$ cat config.mk
export PLATFORM = sky130hd
export DESIGN_NAME = gametank_blitter_flat
export DESIGN_NICKNAME = d
export VERILOG_FILES = /design/src/rtl/gametank_pkg.sv /design/src/rtl/gametank_blitter_if.sv /design/src/rtl/gametank_blit_addr.sv /design/src/rtl/gametank_blitter.sv /design/src/flat_wrapper.sv
export SDC_FILE = /design/constraint.sdc
export NUM_CORES = 1
export LEC_CHECK = 0
export BUFFER_PORTS_ARGS = -buffer_cell sky130_fd_sc_hd__buf_2
export CORE_MARGIN = 8
export CORE_UTILIZATION = 55
export CTS_BUF_LIST = sky130_fd_sc_hd__clkbuf_4 sky130_fd_sc_hd__clkbuf_8
export DETAILED_ROUTE_END_ITERATION = 10
export PLACE_DENSITY_LB_ADDON = 0.08
export SYNTH_ARGS = -nofsm -noshare
export SYNTH_HDL_FRONTEND = slang
export SYNTH_SLANG_ARGS = --single-unit
$ cat constraint.sdc
create_clock -name clk -period 3.4 [get_ports clk]
set_input_delay 0.51 -clock clk [delete_from_list [all_inputs] [get_ports clk]]
set_output_delay 0.51 -clock clk [all_outputs]
set_load 0.05 [all_outputs]
$ cat src/rtl/gametank_pkg.sv
// Shared definitions for the GameTank blitter: register map, CTRL bits, FSM states.
package gametank_pkg;

    localparam logic [2:0] REG_VX     = 3'd0;
    localparam logic [2:0] REG_VY     = 3'd1;
    localparam logic [2:0] REG_GX     = 3'd2;
    localparam logic [2:0] REG_GY     = 3'd3;
    localparam logic [2:0] REG_WIDTH  = 3'd4;
    localparam logic [2:0] REG_HEIGHT = 3'd5;
    localparam logic [2:0] REG_CTRL   = 3'd6;
    localparam logic [2:0] REG_COLOR  = 3'd7;

    localparam int CTRL_START    = 0;
    localparam int CTRL_FILL     = 1;
    localparam int CTRL_OPAQUE   = 2;
    localparam int CTRL_BANK_SEL = 3;

    typedef enum logic [1:0] {
        IDLE  = 2'd0,
        RUN   = 2'd1,
        DRAIN = 2'd2
    } state_e;

endpackage

$ cat src/rtl/gametank_blitter_if.sv
// CPU register window, IRQ and GRAM/framebuffer memory ports of the blitter.
interface gametank_blitter_if #(
    parameter int BANK_W = 3,
    parameter int FB_AW  = 14
);
    logic                ce;
    logic                reg_we;
    logic [2:0]          reg_addr;
    logic [7:0]          reg_din;
    logic                busy;
    logic                irq_done;
    logic                irq_ack;
    logic [BANK_W+15:0]  gram_addr;
    logic                gram_rd;
    logic [7:0]          gram_din;
    logic [FB_AW-1:0]    fb_addr;
    logic                fb_we;
    logic [7:0]          fb_dout;

    modport slave (
        input  ce, reg_we, reg_addr, reg_din, irq_ack, gram_din,
        output busy, irq_done, gram_addr, gram_rd, fb_addr, fb_we, fb_dout
    );

    modport master (
        output ce, reg_we, reg_addr, reg_din, irq_ack, gram_din,
        input  busy, irq_done, gram_addr, gram_rd, fb_addr, fb_we, fb_dout
    );
endinterface

$ cat src/rtl/gametank_blit_addr.sv
// Pixel coordinate calculation: optional flip, 8-bit wrapped coordinate,
// linear framebuffer address and off-screen clip flag from the 9-bit sum.
module gametank_blit_addr #(
    parameter int FB_W  = 128,
    parameter int FB_H  = 128,
    parameter int FB_AW = 14
) (
    input  logic [7:0]       base_x_i,
    input  logic [7:0]       base_y_i,
    input  logic [6:0]       i_i,
    input  logic [6:0]       j_i,
    input  logic [6:0]       w_i,
    input  logic [6:0]       h_i,
    input  logic             flip_x_i,
    input  logic             flip_y_i,
    output logic [7:0]       sx_o,
    output logic [7:0]       sy_o,
    output logic [FB_AW-1:0] fb_addr_o,
    output logic             clip_o
);
    localparam int XW = $clog2(FB_W);
    localparam int YW = FB_AW - XW;

    logic [6:0] off_x, off_y;
    logic [8:0] sum_x, sum_y;

    assign off_x = flip_x_i ? (w_i - 7'd1 - i_i) : i_i;
    assign off_y = flip_y_i ? (h_i - 7'd1 - j_i) : j_i;
    assign sum_x = {1'b0, base_x_i} + {2'b00, off_x};
    assign sum_y = {1'b0, base_y_i} + {2'b00, off_y};

    assign sx_o      = sum_x[7:0];
    assign sy_o      = sum_y[7:0];
    assign fb_addr_o = {sum_y[YW-1:0], sum_x[XW-1:0]};
    assign clip_o    = (sum_x >= 9'(FB_W)) || (sum_y >= 9'(FB_H));

endmodule

$ cat src/rtl/gametank_blitter.sv
// GameTank blitter: two-stage (read, write) rectangular copy/fill engine.
//   state | meaning
//   IDLE  | registers writable, waiting for START
//   RUN   | one source pixel issued per ce, previous pixel written
//   DRAIN | last pixel written on next ce, then completion IRQ
module gametank_blitter
    import gametank_pkg::*;
#(
    parameter int FB_W   = 128,
    parameter int FB_H   = 128,
    parameter int BANK_W = 3,
    parameter int FB_AW  = 14
) (
    input  logic              clk,
    input  logic              reset_gametank,
    gametank_blitter_if.slave bus
);
    logic [7:0]        vx_q, vy_q, gx_q, gy_q, color_q;
    logic [6:0]        w_q, h_q;
    logic              flipx_q, flipy_q, fill_q, opaque_q, bank_sel_q;
    logic [BANK_W-1:0] bank_q;

    state_e     state_q, state_d;
    logic [6:0] i_q, i_d, j_q, j_d, p_i_q, p_i_d, p_j_q, p_j_d;
    logic       p_valid_q, p_valid_d, irq_q, irq_d, done;

    logic             cfg_we, start_wr, stg2, src_clip_unused, dst_clip;
    logic [7:0]       src_sx, src_sy, dst_sx_unused, dst_sy_unused, pix;
    logic [FB_AW-1:0] src_fb_unused, dst_fb;

    assign cfg_we   = bus.reg_we && (state_q == IDLE);
    assign start_wr = cfg_we && (bus.reg_addr == REG_CTRL) && bus.reg_din[CTRL_START];

    always_ff @(posedge clk or posedge reset_gametank) begin
        if (reset_gametank) begin
            vx_q <= '0; vy_q <= '0; gx_q <= '0; gy_q <= '0;
            w_q <= '0; h_q <= '0; flipx_q <= 1'b0; flipy_q <= 1'b0;
            fill_q <= 1'b0; opaque_q <= 1'b0; bank_sel_q <= 1'b0;
            color_q <= '0; bank_q <= '0;
        end else if (cfg_we) begin
            case (bus.reg_addr)
                REG_VX:     vx_q <= bus.reg_din;
                REG_VY:     vy_q <= bus.reg_din;
                REG_GX:     gx_q <= bus.reg_din;
                REG_GY:     gy_q <= bus.reg_din;
                REG_WIDTH:  {flipx_q, w_q} <= bus.reg_din;
                REG_HEIGHT: {flipy_q, h_q} <= bus.reg_din;
                REG_CTRL: begin
                    fill_q     <= bus.reg_din[CTRL_FILL];
                    opaque_q   <= bus.reg_din[CTRL_OPAQUE];
                    bank_sel_q <= bus.reg_din[CTRL_BANK_SEL];
                end
                default: begin
                    if (bank_sel_q) bank_q  <= bus.reg_din[BANK_W-1:0];
                    else            color_q <= bus.reg_din;
                end
            endcase
        end
    end

    always_ff @(posedge clk or posedge reset_gametank) begin
        if (reset_gametank) begin
            state_q <= IDLE; i_q <= '0; j_q <= '0;
            p_valid_q <= 1'b0; p_i_q <= '0; p_j_q <= '0; irq_q <= 1'b0;
        end else begin
            state_q <= state_d; i_q <= i_d; j_q <= j_d;
            p_valid_q <= p_valid_d; p_i_q <= p_i_d; p_j_q <= p_j_d; irq_q <= irq_d;
        end
    end

    always_comb begin
        state_d   = state_q;
        i_d       = i_q;
        j_d       = j_q;
        p_valid_d = p_valid_q;
        p_i_d     = p_i_q;
        p_j_d     = p_j_q;
        done      = 1'b0;
        case (state_q)
            IDLE: begin
                if (start_wr) begin
                    if (w_q != 7'd0 && h_q != 7'd0) begin
                        state_d   = RUN;
                        i_d       = '0;
                        j_d       = '0;
                        p_valid_d = 1'b0;
                    end else begin
                        done = 1'b1;
                    end
                end
            end
            RUN: begin
                if (bus.ce) begin
                    p_valid_d = 1'b1;
                    p_i_d     = i_q;
                    p_j_d     = j_q;
                    if (i_q == w_q - 7'd1) begin
                        i_d = '0;
                        if (j_q == h_q - 7'd1) state_d = DRAIN;
                        else                   j_d = j_q + 7'd1;
                    end else begin
                        i_d = i_q + 7'd1;
                    end
                end
            end
            DRAIN: begin
                if (bus.ce) begin
                    p_valid_d = 1'b0;
                    state_d   = IDLE;
                    done      = 1'b1;
                end
            end
            default: state_d = IDLE;
        endcase
        // Completion has priority over a simultaneous acknowledge.
        irq_d = done ? 1'b1 : (bus.irq_ack ? 1'b0 : irq_q);
    end

    gametank_blit_addr #(.FB_W(FB_W), .FB_H(FB_H), .FB_AW(FB_AW)) u_src (
        .base_x_i(gx_q), .base_y_i(gy_q), .i_i(i_q), .j_i(j_q),
        .w_i(w_q), .h_i(h_q), .flip_x_i(flipx_q), .flip_y_i(flipy_q),
        .sx_o(src_sx), .sy_o(src_sy), .fb_addr_o(src_fb_unused), .clip_o(src_clip_unused)
    );

    gametank_blit_addr #(.FB_W(FB_W), .FB_H(FB_H), .FB_AW(FB_AW)) u_dst (
        .base_x_i(vx_q), .base_y_i(vy_q), .i_i(p_i_q), .j_i(p_j_q),
        .w_i(w_q), .h_i(h_q), .flip_x_i(1'b0), .flip_y_i(1'b0),
        .sx_o(dst_sx_unused), .sy_o(dst_sy_unused), .fb_addr_o(dst_fb), .clip_o(dst_clip)
    );

    assign pix  = fill_q ? color_q : bus.gram_din;
    assign stg2 = p_valid_q && bus.ce;

    assign bus.busy      = (state_q != IDLE);
    assign bus.irq_done  = irq_q;
    assign bus.gram_addr = {bank_q, src_sy, src_sx};
    assign bus.gram_rd   = (state_q == RUN) && bus.ce && !fill_q;
    assign bus.fb_addr   = dst_fb;
    // Source 0x00 is transparent in copy mode unless OPAQUE is set.
    assign bus.fb_we     = stg2 && !dst_clip && (fill_q || opaque_q || (pix != 8'h00));
    assign bus.fb_dout   = p_valid_q ? pix : 8'h00;

endmodule

$ cat src/flat_wrapper.sv
// flat-port wrapper written by rule: the top's interface ports become plain ports
module gametank_blitter_flat import gametank_pkg::*;
#(
    parameter int FB_W   = 128,
    parameter int FB_H   = 128,
    parameter int BANK_W = 3,
    parameter int FB_AW  = 14
)
  (clk, reset_gametank, bus_ce, bus_reg_we, bus_reg_addr, bus_reg_din, bus_irq_ack, bus_gram_din, bus_busy, bus_irq_done, bus_gram_addr, bus_gram_rd, bus_fb_addr, bus_fb_we, bus_fb_dout);
  gametank_blitter_if #(.BANK_W(BANK_W), .FB_AW(FB_AW)) bus_i ();
  input  logic clk;
  input  logic reset_gametank;
  input wire logic [$bits(bus_i.ce)-1:0] bus_ce;
  input wire logic [$bits(bus_i.reg_we)-1:0] bus_reg_we;
  input wire logic [$bits(bus_i.reg_addr)-1:0] bus_reg_addr;
  input wire logic [$bits(bus_i.reg_din)-1:0] bus_reg_din;
  input wire logic [$bits(bus_i.irq_ack)-1:0] bus_irq_ack;
  input wire logic [$bits(bus_i.gram_din)-1:0] bus_gram_din;
  output wire logic [$bits(bus_i.busy)-1:0] bus_busy;
  output wire logic [$bits(bus_i.irq_done)-1:0] bus_irq_done;
  output wire logic [$bits(bus_i.gram_addr)-1:0] bus_gram_addr;
  output wire logic [$bits(bus_i.gram_rd)-1:0] bus_gram_rd;
  output wire logic [$bits(bus_i.fb_addr)-1:0] bus_fb_addr;
  output wire logic [$bits(bus_i.fb_we)-1:0] bus_fb_we;
  output wire logic [$bits(bus_i.fb_dout)-1:0] bus_fb_dout;
  assign bus_i.ce = bus_ce;
  assign bus_i.reg_we = bus_reg_we;
  assign bus_i.reg_addr = bus_reg_addr;
  assign bus_i.reg_din = bus_reg_din;
  assign bus_i.irq_ack = bus_irq_ack;
  assign bus_i.gram_din = bus_gram_din;
  assign bus_busy = bus_i.busy;
  assign bus_irq_done = bus_i.irq_done;
  assign bus_gram_addr = bus_i.gram_addr;
  assign bus_gram_rd = bus_i.gram_rd;
  assign bus_fb_addr = bus_i.fb_addr;
  assign bus_fb_we = bus_i.fb_we;
  assign bus_fb_dout = bus_i.fb_dout;
  gametank_blitter #(.FB_W(FB_W), .FB_H(FB_H), .BANK_W(BANK_W), .FB_AW(FB_AW)) u_core (.clk(clk), .reset_gametank(reset_gametank), .bus(bus_i));
endmodule
Word-level counts from Yosys, hierarchy flattened
Cells that the tools add are included.
Widths: inputs -> output; s select.
{"block": "totals", "n_memories": 0, "elab_cells": 120, "romBits": 0, "reg_bits": 94, "in_bits": 24, "latchBits": 0, "output_inout_bits": 45, "ram_bits": 0}
{"block": "op_classes", "addsub": 10, "n_reduce_logical": 38, "n_eq_ne": 17, "n_lt_le_gt_ge": 2, "div_mod_pow": 0, "n_bitwise": 2, "shifts": 0, "mul": 0, "n_mux": 31}
{"op": "$mux 7", "n": 9}
{"op": "$pmux 7 s2", "n": 2}
{"op": "$add 8x7->9", "n": 2}
{"op": "$ge 9x8->1 const B", "n": 2}
{"op": "$add 8x7->8", "n": 2}
{"op": "$mux 8", "n": 2}
{"op": "$reduce_and 2->1", "n": 8}
{"op": "$add 7x1->7 const B", "n": 2}
{"op": "$eq 7x7->1", "n": 2}
{"op": "$reduce_bool 7->1", "n": 2}
{"op": "$sub 7x1->7 const B", "n": 2}
{"op": "$sub 7x7->7", "n": 2}
{"op": "$mux 2", "n": 6}
{"op": "$reduce_and 6->1", "n": 2}
{"op": "$eq 3x3->1 const B", "n": 3}
{"op": "$logic_and 1x1->1", "n": 9}
{"op": "$mux 1", "n": 9}
{"op": "$ne 2x2->1 const B", "n": 4}
{"op": "$reduce_bool 8->1", "n": 1}
{"op": "$reduce_or 7->1", "n": 1}
{"op": "$eq 3x2->1 const B", "n": 2}
{"op": "$ne 2x1->1 const B", "n": 3}
{"op": "$pmux 2 s3", "n": 1}
{"op": "$reduce_and 3->1", "n": 2}
{"op": "other kinds (14)", "n": 20}

Logic depth before layout (Yosys ltp)
Gate-level depths: netlist of run 1.
{"block": "logic_depth", "depth_word": 7, "depth_mapped": 16, "ltp_nobuf": 16}

Hierarchy
A second synthesis of run 1 with hierarchy kept.
{"block": "hier_totals", "cells_unflattened": 782, "area_unflattened_um2": 7379.6}
{"module": "gametank_blitter", "area_per_inst_um2": 4573.1, "cells_each": 401, "seq_area_each_um2": 2352.3, "n_inst": 1}
{"module": "gametank_blit_addr at u_core.u_src", "area_per_inst_um2": 1426.4, "cells_each": 193, "seq_area_each_um2": 0.0, "n_inst": 1}
{"module": "gametank_blit_addr at u_core.u_dst", "area_per_inst_um2": 1380.1, "cells_each": 188, "seq_area_each_um2": 0.0, "n_inst": 1}

Worst setup path before layout of run 1
Ideal clock, no wire load.
{"block": "synth_timing", "kind": "flip-flop to output port", "from": "register u_core.h_q[0]", "to": "output port bus_gram_addr[15]", "setup_slack_ns": -0.483, "t_arrival_ns": 3.373, "path_stages_with_launch": 17, "n_path_buf": 0, "required_ns": 2.890, "path_cell_list": "dfrtp_1 > inv_1 > ha_1 > inv_1 > or3_1 > xnor2_1 > ha_1 > nand2_1 > a21oi_1 > nor3_1 > nand3b_1 > xnor2_1 > ha_1 > nor2_1 > nor2_1 > o41ai_1 > xnor2_1"}
{"block": "synth_between", "elab_chain_len": 4}
{"item": "start: declaration", "line": "gametank_blitter.sv:19", "rtl": "logic [6:0] w_q, h_q;"}
{"item": "start signal: assignment", "line": "gametank_blitter.sv:47", "rtl": "REG_HEIGHT: {flipy_q, h_q} <= bus.reg_din;"}
{"item": "$sub 7x1->7", "line": "gametank_blit_addr.sv:28", "rtl": "assign off_y = flip_y_i ? (h_i - 7'd1 - j_i) : j_i;"}
{"item": "$sub 7x7->7", "line": "gametank_blit_addr.sv:28"}
{"item": "$mux 7", "line": "gametank_blit_addr.sv:28"}
{"item": "$add 8x7->8", "line": "gametank_blit_addr.sv:30", "rtl": "assign sum_y = {1'b0, base_y_i} + {2'b00, off_y};"}
{"item": "end: declaration", "line": "flat_wrapper.sv:21", "rtl": "output wire logic [$bits(bus_i.gram_addr)-1:0] bus_gram_addr;"}
Every way passes these cells.

Worst setup path after layout of run 1
Ends and elaborated chain as after synthesis.

==> results of run 1 <==
[final timing paths]
kind / from / endpoint / cells after the start
worst max-delay path: u_core.h_q[0] / bus_gram_addr[15] / 15
max in group asynchronous: reset_gametank / u_core.h_q[1] / 3
worst min register to register: u_core.p_j_q[2] / u_core.p_j_q[2] / 2
min in group clk: bus_irq_ack / u_core.bus.irq_done / 2
worst min-delay path: reset_gametank / u_core.i_q[2] / 2
worst max register to register: u_core.w_q[0] / u_core.i_q[5] / 12
[power breakdown]
| group | internal (W) | total [W] | leakage, nW | switching [W] |
|---|---|---|---|---|
| combinational | 0.00210 | 0.00483 | 2.48 | 0.00273 |
| clock | 0.000295 | 0.000698 | 0.0927 | 0.000404 |
| sequential | 0.00134 | 0.00156 | 1.19 | 0.000220 |
[registers in the layout, summed over array words and instances, names as in the netlist, 7 cells and up]
signal and flops:
u_core.i_q 7, u_core.h_q 7, u_core.gx_q 8, u_core.gy_q 8, u_core.w_q 7, u_core.p_i_q 7
u_core.vx_q 8, u_core.vy_q 8, u_core.p_j_q 7, u_core.j_q 7, u_core.color_q 8
[cell type report]
type	instances	area, µm²
clock inverters	5	35.03
fillers	775	2959
clock buffers	11	145.1
inverters	43	162.7
well taps	140	175.2
repair buffers	144	1032
multi-input cells	438	3931
flip-flops and latches	94	2352
[worst max-delay path: cells and delay by family, from the launching register on]
kind | cells | cell delay, ps
buf+inv | 3 | 290
flops | 1 | 370
fa+ha+maj | 3 | 840
simple gates | 3 | 600
compound gates | 5 | 890
xor+xnor | 1 | 160
[stage by stage]
step / cell area [µm²] / setup slack, ps / instances / setup TNS (ps) / power [W]
4_1_cts: 7637 / -610.4 / 871 / -3699 / 0.006769
6_report: 7834 / -624.5 / 875 / -4319 / 0.007090
3_3_place_gp: 7148 / -327.7 / 852 / -1246 / 0.005478
5_1_grt: 7834 / -813.5 / 875 / -5946 / 0.007488
2_1_floorplan: 6173 / -275.7 / 589 / -629.3 / 0.004403
3_5_place_dp: 7148 / -420.8 / 852 / -1767 / 0.005584
[logic make-up (layout without fill, tap and decap cells)]
| group | after synthesis | count (layout) |
|---|---|---|
| mux | 72 | 72 |
| fa+ha+maj | 52 | 52 |
| buf+inv | 57 | 203 |
| simple gates | 163 | 163 |
| xor+xnor | 40 | 40 |
| compound gates | 111 | 111 |
| flops | 94 | 94 |
[cells in the final DEF (no fill, tap or decap), types with 15 or more instances in the layout]
cell     Yosys  final
dfrtp_1     94     94
buf_4        0     66
mux2_2      60     60
buf_2        4     56
nand2_1     45     43
inv_1       43     36
ha_1        46     36
o21ai_0     39     30
nor2_1      32     29
buf_6        2     21
xnor2_1     29     16
nor2b_1     18     15
[timing repair]
item | in CTS | in global routing
endpoints found under the setup margin | 12 | 12
setup buffers | 4 | 8
gates resized for setup | 72 | 37
pin swaps | 30 | 37
[metal layers]
metal | routed length, µm | vias up | track usage [%]
li1 | - | 2381 | -
met1 | 7145 | 2442 | 29.67
met3 | 913 | 17 | 3.211
met5 | 0 | - | 0
met2 | 7553 | 118 | 34.61
met4 | 225 | 0 | 6.870
==> reports/metrics.csv, run 1 <==
stage;metric;value;unit
setup_path;maximum fanout along the worst path;2;
clock_network;clk buf depth;2;
global_routing;initial antenna violation count;0;
global_routing;largest net degree at the start of global routing;60;
detailed_routing;DRT antenna net count;0;
synthesis;largest cells by area after synthesis;dfrtp_1 (39%), mux2_2 (11%), ha_1 (9.5%);
sta;RSZ-0062 raised after global routing;yes;
synthesis;Compound-Gate Fraction of Synth Area;12.11;%
clock_network;clk slew on worst S/H paths;100;ps
sta;setup ws final;-624.5;ps
detailed_routing;DRT Pass-1 Iters;4;
cells_and_area;layout cells sized above 1;41.36;%
synthesis;top-count cell post-synth;dfrtp_1;
synthesis;mux contribution to synthesized area;13.10;%
power_and_ir_drop;LEAKAGE;3.768;nW
sta;Final period util;118.4;%
flow_run;max-cap violations;0;
placement;IO Port Bufs;68;
synthesis;main combinational cell family by area after synthesis;simple AND/OR/NAND/NOR gates;
clock_network;CTS Sinks;94;
placement;RD Place Congestion;0.8830;
setup_path;CP Cell Sequence;inv_2 -> ha_1 -> inv_1 -> ha_1 -> nor2b_1 -> o21ai_1 -> a21boi_1 -> or3_1 -> o21ai_2 -> ha_1 -> nor2b_1 -> o21a_1 -> o41ai_4 -> xnor2_2 -> buf_6;
setup_path;CP Class;reg2out;
cells_and_area;Final Util;72.58;%
synthesis;Synth Area in Simple Gates;15.01;%
synthesis;Async SR Flop Fraction;100.0;%
status;status;complete, but fails checks;
synthesis;number of enable flip-flop cells after synthesis;0;
synthesis;Post-synth top flop;dfrtp_1;
cells_and_area;Layout area overhead;28.93;%
synthesis;Post-Synthesis Cells;589;
clock_network;Root Buffer;clkbuf_8;
synthesis;Synth area leader;dfrtp_1;
sta;Layout Skew;11.30;ps
clock_network;H-tree levels;3;
sta;Final Critical Period;4024;ps
detailed_routing;Initial DRC Count;267;
global_routing;first-pass GRT wire length;25270;µm
detailed_routing;WL per Instance;18.10;µm
synthesis;#FFs+latches synth;94;
detailed_routing;vias;4958;
synthesis;xor and xnor area share after synthesis;5.766;%
clock_network;TritonCTS buffer count;9;
setup_path;startpoint types;register;
sta;Final Hold Fails;0;
synthesis;Ys Warns;0;
setup_path;crit-path most repeated cell;ha_1;
synthesis;synthesized cell area;6076;µm²
clock_network;hold buffers post-CTS;0;
cells_and_area;Inserted Diodes;0;
power_and_ir_drop;PwrDens;905.1;nW/µm²
setup_path;Worst Path Required;2890;ps
placement;hpwl dp;11680;µm
floorplanning;Initial Utilization;56.29;%
setup_path;CP arrival;3510;ps
floorplanning;# rows;38;
sta;# setup viols final;11;
floorplanning;core area;10790;µm²
floorplanning;IO Pins;69;
cells_and_area;nets@finish;806;
setup_path;slowest cell delay on critical path;370;ps
setup_path;crit end category;output port;
synthesis;Yosys cell types;64;
setup_path;Crit-path slowest cell;dfrtp_1;
sta;Tightest Pin Transition;677.0;ps
worst_hold_path;min-delay worst type;in2async;
sta;hold_ws;193.6;ps
sta;worst rel slew slack;54.87;%
floorplanning;die width;121.1;µm
synthesis;top-area cell type share of the netlist area;38.71;%
setup_path;r2r setup slk;360;ps
floorplanning;die height;121.1;µm
detailed_routing;average vias per placed instance;5.666;
global_routing;total global-route track usage;21.68;%
status;failing checks;setup timing;
synthesis;sequential-to-total area share from yosys stat;38.71;%
detailed_routing;post-route DRC violation count;0;
synthesis;Post-synth top cells;dfrtp_1 (94), mux2_2 (60), ha_1 (46);
sta;fmax;248.5;MHz
floorplanning;Total Die Area;14670;µm²
global_routing;grt total ovfl;0;
power_and_ir_drop;Max VDD drop;1.216;mV
synthesis;Synth Area in Adders;11.45;%
clock_network;Clk Latency, worst-skew pair;370;ps
detailed_routing;total wire length;15840;µm
global_routing;number of global-route vias before repair;4999;
sta;Final Max Slew Viols;0;
synthesis;syn_area_per_cell;10.32;µm²
synthesis;syn_nets;665;
clock_network;CTS tree;built;
No activity file was read; power rests on OpenSTA's default activity.
==> run 2, diff against run 1 <==
--- a/config.mk
+++ b/config.mk
@@ -6,6 +6,7 @@
 export NUM_CORES = 1
 export LEC_CHECK = 0
 export BUFFER_PORTS_ARGS = -buffer_cell sky130_fd_sc_hd__buf_2
+export CORE_ASPECT_RATIO = 0.6
 export CORE_MARGIN = 8
 export CORE_UTILIZATION = 55
 export CTS_BUF_LIST = sky130_fd_sc_hd__clkbuf_4 sky130_fd_sc_hd__clkbuf_8
==> run 2 against run 1 <==
The flow still finishes with violations (setup timing). Clock power up 39%. Total power rose by 9.0%. Combinational power rose by 7.5%.
==> reports/metrics.csv, run 2 (synthesis gave the netlist of run 1 again) <==
stage;metric;value;unit;change
sta;Final period util;119.7;%;+1.3 points
sta;setup_tns;-4404;ps;-84.86 ps
sta;hold_ws;226.0;ps;+32.38 ps
cells_and_area;commonest non-fill, non-tap cell in the layout;dfrtp_1;;
sta;fmax;245.7;MHz;-1.1%
floorplanning;die width;151.7;µm;+25%
global_routing;number of global-route vias before repair;5102;;+2.1%
global_routing;first-pass GRT wire length;26830;µm;+6.1%
power_and_ir_drop;PwrDens;951.9;nW/µm²;+5.2%
setup_path;Top delay family on crit path;compound AO/OA/AOI/OAI gates;;
detailed_routing;metal2 WL;7513;µm;-0.53%
setup_path;startpoint types;register;;
detailed_routing;vias;5116;;+3.2%
global_routing;total global-route track usage;23.32;%;+1.6 points
detailed_routing;DRT Pass-1 Iters;5;;+1
clock_network;TritonCTS buffer count;9;;unchanged
floorplanning;IO Pins;69;;unchanged
detailed_routing;average vias per placed instance;5.854;;+3.3%
floorplanning;Initial Utilization;56.96;%;+0.66 points
power_and_ir_drop;Reg power frac;20.4;%;-1.6 points
clock_network;clk slew on worst S/H paths;100;ps;about the same
clock_network;hold buffers post-CTS;0;;unchanged
setup_path;CP Cell Sequence;inv_2 -> ha_4 -> inv_2 -> or3_4 -> xnor2_4 -> ha_4 -> buf_6 -> and3_4 -> o21ai_2 -> o21ai_2 -> ha_1 -> o21a_1 -> o41ai_4 -> xnor2_2 -> buf_6;;
sta;Layout Skew;8.301;ps;-2.995 ps
floorplanning;# rows;29;;-24%
clock_network;CTS tree;built;;
power_and_ir_drop;Logic pwr share;67.1;%;-1.0 points
setup_path;Worst R2R Path Depth;12;;unchanged
detailed_routing;post-route DRC violation count;0;;unchanged
cells_and_area;Design Area, Final;8122;µm²;+3.7%
floorplanning;core area;10670;µm²;-1.2%
cells_and_area;Inserted Diodes;0;;unchanged
placement;RD Place Congestion;0.8948;;+1.3%
cells_and_area;Layout area overhead;33.67;%;
sta;Final Hold Fails;0;;unchanged
power_and_ir_drop;Psw;0.003560;W;+6.1%
sta;Tightest Pin Transition;730.6;ps;+53.55 ps
detailed_routing;uppermost routed layer;met4;;
global_routing;largest net degree at the start of global routing;56;;-6.7%
flow_run;max-cap violations;0;;unchanged
placement;IO Port Bufs;68;;unchanged
worst_hold_path;min-delay worst type;in2async;;
power_and_ir_drop;Max VDD drop;1.218;mV;+0.23%
setup_path;Critical path buffers and inverters;4;;+1
placement;placed inst area;7139;µm²;-0.12%
placement;hpwl dp;12500;µm;+7.0%
sta;# setup viols final;10;;-1
status;status;complete, but fails checks;;
detailed_routing;total wire length;17700;µm;+12%
cells_and_area;nets@finish;807;;+0.12%
setup_path;Worst Path Required;2890;ps;about the same
detailed_routing;met1 WL;8387;µm;+17%
cells_and_area;register area;2354;µm²;about the same
clock_network;Root Buffer;clkbuf_8;;
detailed_routing;Initial DRC Count;494;;+85%
setup_path;CP Class;reg2out;;
setup_path;slowest cell delay on critical path;410;ps;+40 ps
sta;setup ws final;-670.1;ps;-45.62 ps
power_and_ir_drop;Internal;0.004172;W;+12%
power_and_ir_drop;Clk pwr share;12.5;%;+2.7 points
cells_and_area;Final Util;76.13;%;+3.5 points
floorplanning;Total Die Area;14780;µm²;+0.75%
status;failing checks;setup timing;;
clock_network;H-tree levels;3;;unchanged
clock_network;Clk Latency, worst-skew pair;380;ps;about the same
detailed_routing;met3 WL;1554;µm;+70%
floorplanning;die height;97.42;µm;-20%
global_routing;initial antenna violation count;0;;unchanged
sta;Final Critical Period;4070;ps;+45.62 ps
detailed_routing;DRT antenna net count;0;;unchanged
cells_and_area;layout cells sized above 1;44.76;%;+3.4 points
cells_and_area;area of the multi-input gates;4090;µm²;+4.0%
cells_and_area;most frequent cells in the layout;dfrtp_1 (93), mux2_2 (60), buf_4 (57), buf_2 (56), nand2_1 (43);;
sta;RSZ-0062 raised after global routing;yes;;
setup_path;RR Endpoint;u_core.j_q[5];;
setup_path;maximum fanout along the worst path;4;;+2
clock_network;CTS Sinks;94;;unchanged
setup_path;r2r setup slk;370;ps;about the same
sta;worst rel slew slack;51.24;%;-3.6 points
cells_and_area;filler instances;717;;-7.5%
detailed_routing;WL per Instance;20.26;µm;+12%
setup_path;R2R Path Start;u_core.w_q[0];;
setup_path;CP arrival;3560;ps;+50 ps
global_routing;grt total ovfl;0;;unchanged
sta;Final Max Slew Viols;0;;unchanged
clock_network;clk buf depth;2;;unchanged
power_and_ir_drop;Switching Fraction;46.04;%;-1.3 points
setup_path;crit end category;output port;;
power_and_ir_drop;Final Power;0.007731;W;+9.0%
setup_path;Crit-path slowest cell;dfrtp_1;;
power_and_ir_drop;LEAKAGE;3.852;nW;+2.2%
-- run 2: worst max path at each step --
stage | startpoint | endpoint | cells past startpoint
6_report | u_core.h_q[0] | bus_gram_addr[15] | 15
3_3_place_gp | u_core.h_q[0] | bus_gram_addr[15] | 16
4_1_cts | u_core.h_q[1] | bus_gram_addr[15] | 17
3_5_place_dp | u_core.h_q[0] | bus_gram_addr[15] | 16
5_1_grt | u_core.h_q[0] | bus_gram_addr[15] | 15
2_1_floorplan | u_core.h_q[0] | bus_gram_addr[15] | 14
-- run 2: cell type report --
cell class	instances	area share, %
timing repair buffer	145	13.26
tap	139	2.141
inverter	43	2.064
sequential	94	28.98
clock inverter	6	1.664
multi-input combinational	438	50.36
clock buffer	9	1.525
-- run 2: per-stage QoR --
step | worst slack (ps) | cells
2_1_floorplan | -275.7 | 589
3_3_place_gp | -361.1 | 850
3_5_place_dp | -437.4 | 850
4_1_cts | -646.2 | 869
5_1_grt | -800.2 | 874
6_report | -670.1 | 874
-- run 2: per-layer routing --
layer	vias up	GRT usage [%]
met4	0	6.147
met3	26	5.767
met5	-	0
met2	222	32.42
met1	2494	34.89
li1	2374	-
-- run 2: power groups by stage --
stage	Sequential, W	Combinational (W)	Clock (W)
final	0.00158	0.00519	0.000969
after CTS	0.00155	0.00461	0.000980
after global routing	0.00161	0.00551	0.00102
after global placement	0.00156	0.00394	0
after detailed placement	0.00157	0.00403	0
after floorplan	0.00152	0.00288	0
-- run 2: timing repair --
| item | CTS | global route |
|---|---|---|
| setup buffers | 6 | 11 |
| pin swaps | 41 | 57 |
| resized for setup | 86 | 67 |
| setup endpoints to repair | 12 | 13 |
==> run 3, diff against run 2 <==
--- a/config.mk
+++ b/config.mk
@@ -5,12 +5,14 @@
 export SDC_FILE = /design/constraint.sdc
 export NUM_CORES = 1
 export LEC_CHECK = 0
+export ABC_AREA = 1
 export BUFFER_PORTS_ARGS = -buffer_cell sky130_fd_sc_hd__buf_2
 export CORE_ASPECT_RATIO = 0.6
 export CORE_MARGIN = 8
 export CORE_UTILIZATION = 55
 export CTS_BUF_LIST = sky130_fd_sc_hd__clkbuf_4 sky130_fd_sc_hd__clkbuf_8
 export DETAILED_ROUTE_END_ITERATION = 10
+export GPL_TIMING_DRIVEN = 0
 export PLACE_DENSITY_LB_ADDON = 0.08
 export SYNTH_ARGS = -nofsm -noshare
 export SYNTH_HDL_FRONTEND = slang
==> run 3 against run 2 <==
The run still ends with setup timing left. Flip-flop and latch count stayed put. Global-route usage is 0.38 points higher. Maximum frequency is 4.6% higher. First-iteration DRC count is 2.2% higher. Wire length is 3.9% higher. Non-clock buffer count is 29 lower. Clock-buffer cell count stayed put. Worst setup slack better by 180 ps. Utilization is 7.5 points lower. Area after synthesis is 2.1% higher. Sequential share of layout area is 1.8 points higher. Clock skew hardly changed.
==> reports/metrics.csv, run 3 <==
stage;metric;value;unit;change
detailed_routing;DRT Pass-1 Iters;5;;unchanged
clock_network;TritonCTS buffer count;9;;unchanged
synthesis;Synth area leader;dfrtp_1;;
synthesis;top-area cell type share of the netlist area;37.93;%;-0.79 points
cells_and_area;filler instances;920;;+28%
synthesis;synthesized cell area;6202;µm²;+2.1%
global_routing;number of global-route vias before repair;5559;;+9.0%
global_routing;total global-route track usage;23.70;%;+0.38 points
setup_path;startpoint types;register;;
sta;Final Critical Period;3893;ps;-177.2 ps
floorplanning;Total Die Area;15040;µm²;+1.8%
global_routing;initial antenna violation count;0;;unchanged
setup_path;Crit-path slowest cell;dfrtp_1;;
setup_path;Top delay family on crit path;adder cells;;
synthesis;Yosys cell types;38;;-41%
global_routing;largest net degree at the start of global routing;55;;-1.8%
floorplanning;die width;153.1;µm;+0.93%
clock_network;Clk Latency, worst-skew pair;390;ps;about the same
status;failing checks;setup timing;;
sta;RSZ-0062 raised after global routing;yes;;
floorplanning;die height;98.26;µm;+0.86%
placement;RD Place Congestion;0.9209;;+2.9%
synthesis;number of enable flip-flop cells after synthesis;0;;unchanged
setup_path;maximum fanout along the worst path;4;;unchanged
setup_path;crit end category;output port;;
detailed_routing;DRT antenna net count;0;;unchanged
sta;# setup viols final;10;;unchanged
clock_network;clk slew on worst S/H paths;100;ps;about the same
detailed_routing;Initial DRC Count;505;;+2.2%
global_routing;grt total ovfl;0;;unchanged
clock_network;CTS Sinks;94;;unchanged
detailed_routing;vias;5939;;+16%
cells_and_area;layout cells sized above 1;23.73;%;-21 points
setup_path;CP Class;reg2out;;
synthesis;Post-synth top cells;nand2_1 (225), inv_1 (95), dfrtp_1 (94), o21ai_0 (94), nor2_1 (55);;
synthesis;Ys Warns;0;;unchanged
sta;fmax;256.9;MHz;+4.6%
setup_path;crit-path most repeated cell;nand2_1;;
synthesis;Post-synth top flop;dfrtp_1;;
flow_run;max-cap violations;0;;unchanged
sta;Final Max Slew Viols;0;;unchanged
detailed_routing;post-route DRC violation count;0;;unchanged
sta;Final Hold Fails;0;;unchanged
setup_path;Worst Path Required;2890;ps;about the same
placement;IO Port Bufs;68;;unchanged
detailed_routing;WL per Instance;17.25;µm;-15%
clock_network;CTS tree;built;;
worst_hold_path;min-delay worst type;in2async;;
global_routing;first-pass GRT wire length;28550;µm;+6.4%
synthesis;sequential-to-total area share from yosys stat;37.93;%;-0.79 points
floorplanning;# rows;30;;+3.4%
clock_network;Root Buffer;clkbuf_8;;
cells_and_area;commonest non-fill, non-tap cell in the layout;nand2_1;;
setup_path;CP arrival;3380;ps;-180 ps
sta;Tightest Pin Transition;698.8;ps;-31.72 ps
synthesis;top-count cell post-synth;nand2_1;;
cells_and_area;Final Util;68.59;%;-7.5 points
clock_network;hold buffers post-CTS;0;;unchanged
sta;Final period util;114.5;%;-5.2 points
sta;worst rel slew slack;53.41;%;+2.2 points
setup_path;slowest cell delay on critical path;430;ps;+20 ps
cells_and_area;nets@finish;995;;+23%
clock_network;clk buf depth;2;;unchanged
cells_and_area;Inserted Diodes;0;;unchanged
synthesis;syn_nets;882;;+33%
synthesis;largest cells by area after synthesis;dfrtp_1 (38%), nand2_1 (14%), ha_1 (9.3%);;
floorplanning;IO Pins;69;;unchanged
setup_path;Critical path buffers and inverters;4;;unchanged
floorplanning;Initial Utilization;55.63;%;-1.3 points
status;status;complete, but fails checks;;
cells_and_area;most frequent cells in the layout;nand2_1 (210), dfrtp_1 (93), o21ai_0 (87), inv_1 (86), buf_2 (66);;
clock_network;H-tree levels;3;;unchanged
cells_and_area;Layout area overhead;23.28;%;
synthesis;Post-Synthesis Cells;806;;+37%
synthesis;#FFs+latches synth;94;;unchanged
floorplanning;core area;11150;µm²;+4.5%
synthesis;Async SR Flop Fraction;100.0;%;unchanged
sta;Layout Skew;8.631;ps;+0.3303 ps
placement;hpwl dp;13250;µm;+6.0%
sta;hold_ws;223.2;ps;-2.745 ps
detailed_routing;average vias per placed instance;5.566;;-4.9%
synthesis;syn_area_per_cell;7.695;µm²;-25%
setup_path;CP Cell Sequence;inv_2 -> ha_4 -> xor2_1 -> ha_1 -> nand2_1 -> nand2_2 -> a31o_4 -> nand2_1 -> nand2_1 -> o22ai_2 -> ha_4 -> buf_4 -> buf_4 -> nand4_1 -> o211ai_1 -> xor2_2 -> buf_6;;
detailed_routing;total wire length;18400;µm;+3.9%
sta;setup ws final;-492.9;ps;+177.2 ps
==> run 3: per-layer routing <==
layer	track usage (%)	share of wire (%)
met1	33.61	47
met2	35.60	44
met3	6.217	7.9
met4	4.917	1.2
met5	0	0
==> run 3: repair_timing <==
action                                  in CTS  in global routing
hold endpoints to repair                     0                  0
endpoints found under the setup margin      10                 11
cloned                                       0                  0
setup buffers                               19                 15
resized for setup                           64                 49
pin swaps                                   30                 49
==> run 3: worst register-to-register path, delay by kind of cell, from the launching register on <==
family | cells | cell delay (ps)
AND/OR/NAND/NOR | 9 | 1610
flip-flops | 1 | 410
adder cells (fa/ha/maj) | 1 | 360
buffers and inverters | 1 | 130
XOR/XNOR | 1 | 110
==> run 3: path summary, 6_finish.rpt <==
check	end	startpoint	cells after the start	slack, ps
setup / recovery	bus_gram_addr[7]	u_core.w_q[1]	17	-490
hold / removal	u_core.gx_q[5]	reset_gametank	2	220
setup reg to reg	u_core.j_q[0]	u_core.h_q[1]	12	740
hold reg to reg	u_core.bank_q[0]	u_core.bank_q[0]	2	490
max in group asynchronous	u_core.w_q[2]	reset_gametank	3	2500
min in group clk	u_core.flipy_q	bus_reg_din[7]	3	350
==> run 3: cells by family (layout without fill, tap and decap cells) <==
logic type                 count (synthesis)  after routing  share of synthesized area (%)
adders and majority gates                 52             52                          11.22
xor gates and xnor gates                  38             38                          5.366
AOI/OAI and AO/OA                        153            153                          13.01
and+or+nand+nor                          356            356                          25.18
DFF                                       94             94                          37.93
buffers and inverters                    113            230                          7.303
==> run 3: final cells by class <==
type	count	area [µm²]	share of cell area (%)
Sequential cell	94	2354	30.78
Multi-Input combinational cell	599	3822	49.99
Buffer	14	76.32	0.9982
Timing Repair Buffer	102	664.4	8.689
Clock inverter	6	46.29	0.6055
Clock buffer	9	123.9	1.620
Tap cell	144	180.2	2.356
Inverter	99	379.1	4.958
==> run 3: metrics by stage <==
step	TNS, ps	area [µm²]	std cells	worst slack, ps
final	-3018	7646	1067	-492.9
after global routing	-4335	7646	1067	-698.6
after CTS	-2602	7321	1053	-442.1
after detailed placement	-979.6	6768	1019	-255.6
after global placement	-61260	6745	1018	-651.2
after floorplan	-365.0	6225	806	-234.9
Power of run 3 is not shown: default switching activity piles up to over one toggle a cycle in this logic, so the estimate is an artifact.
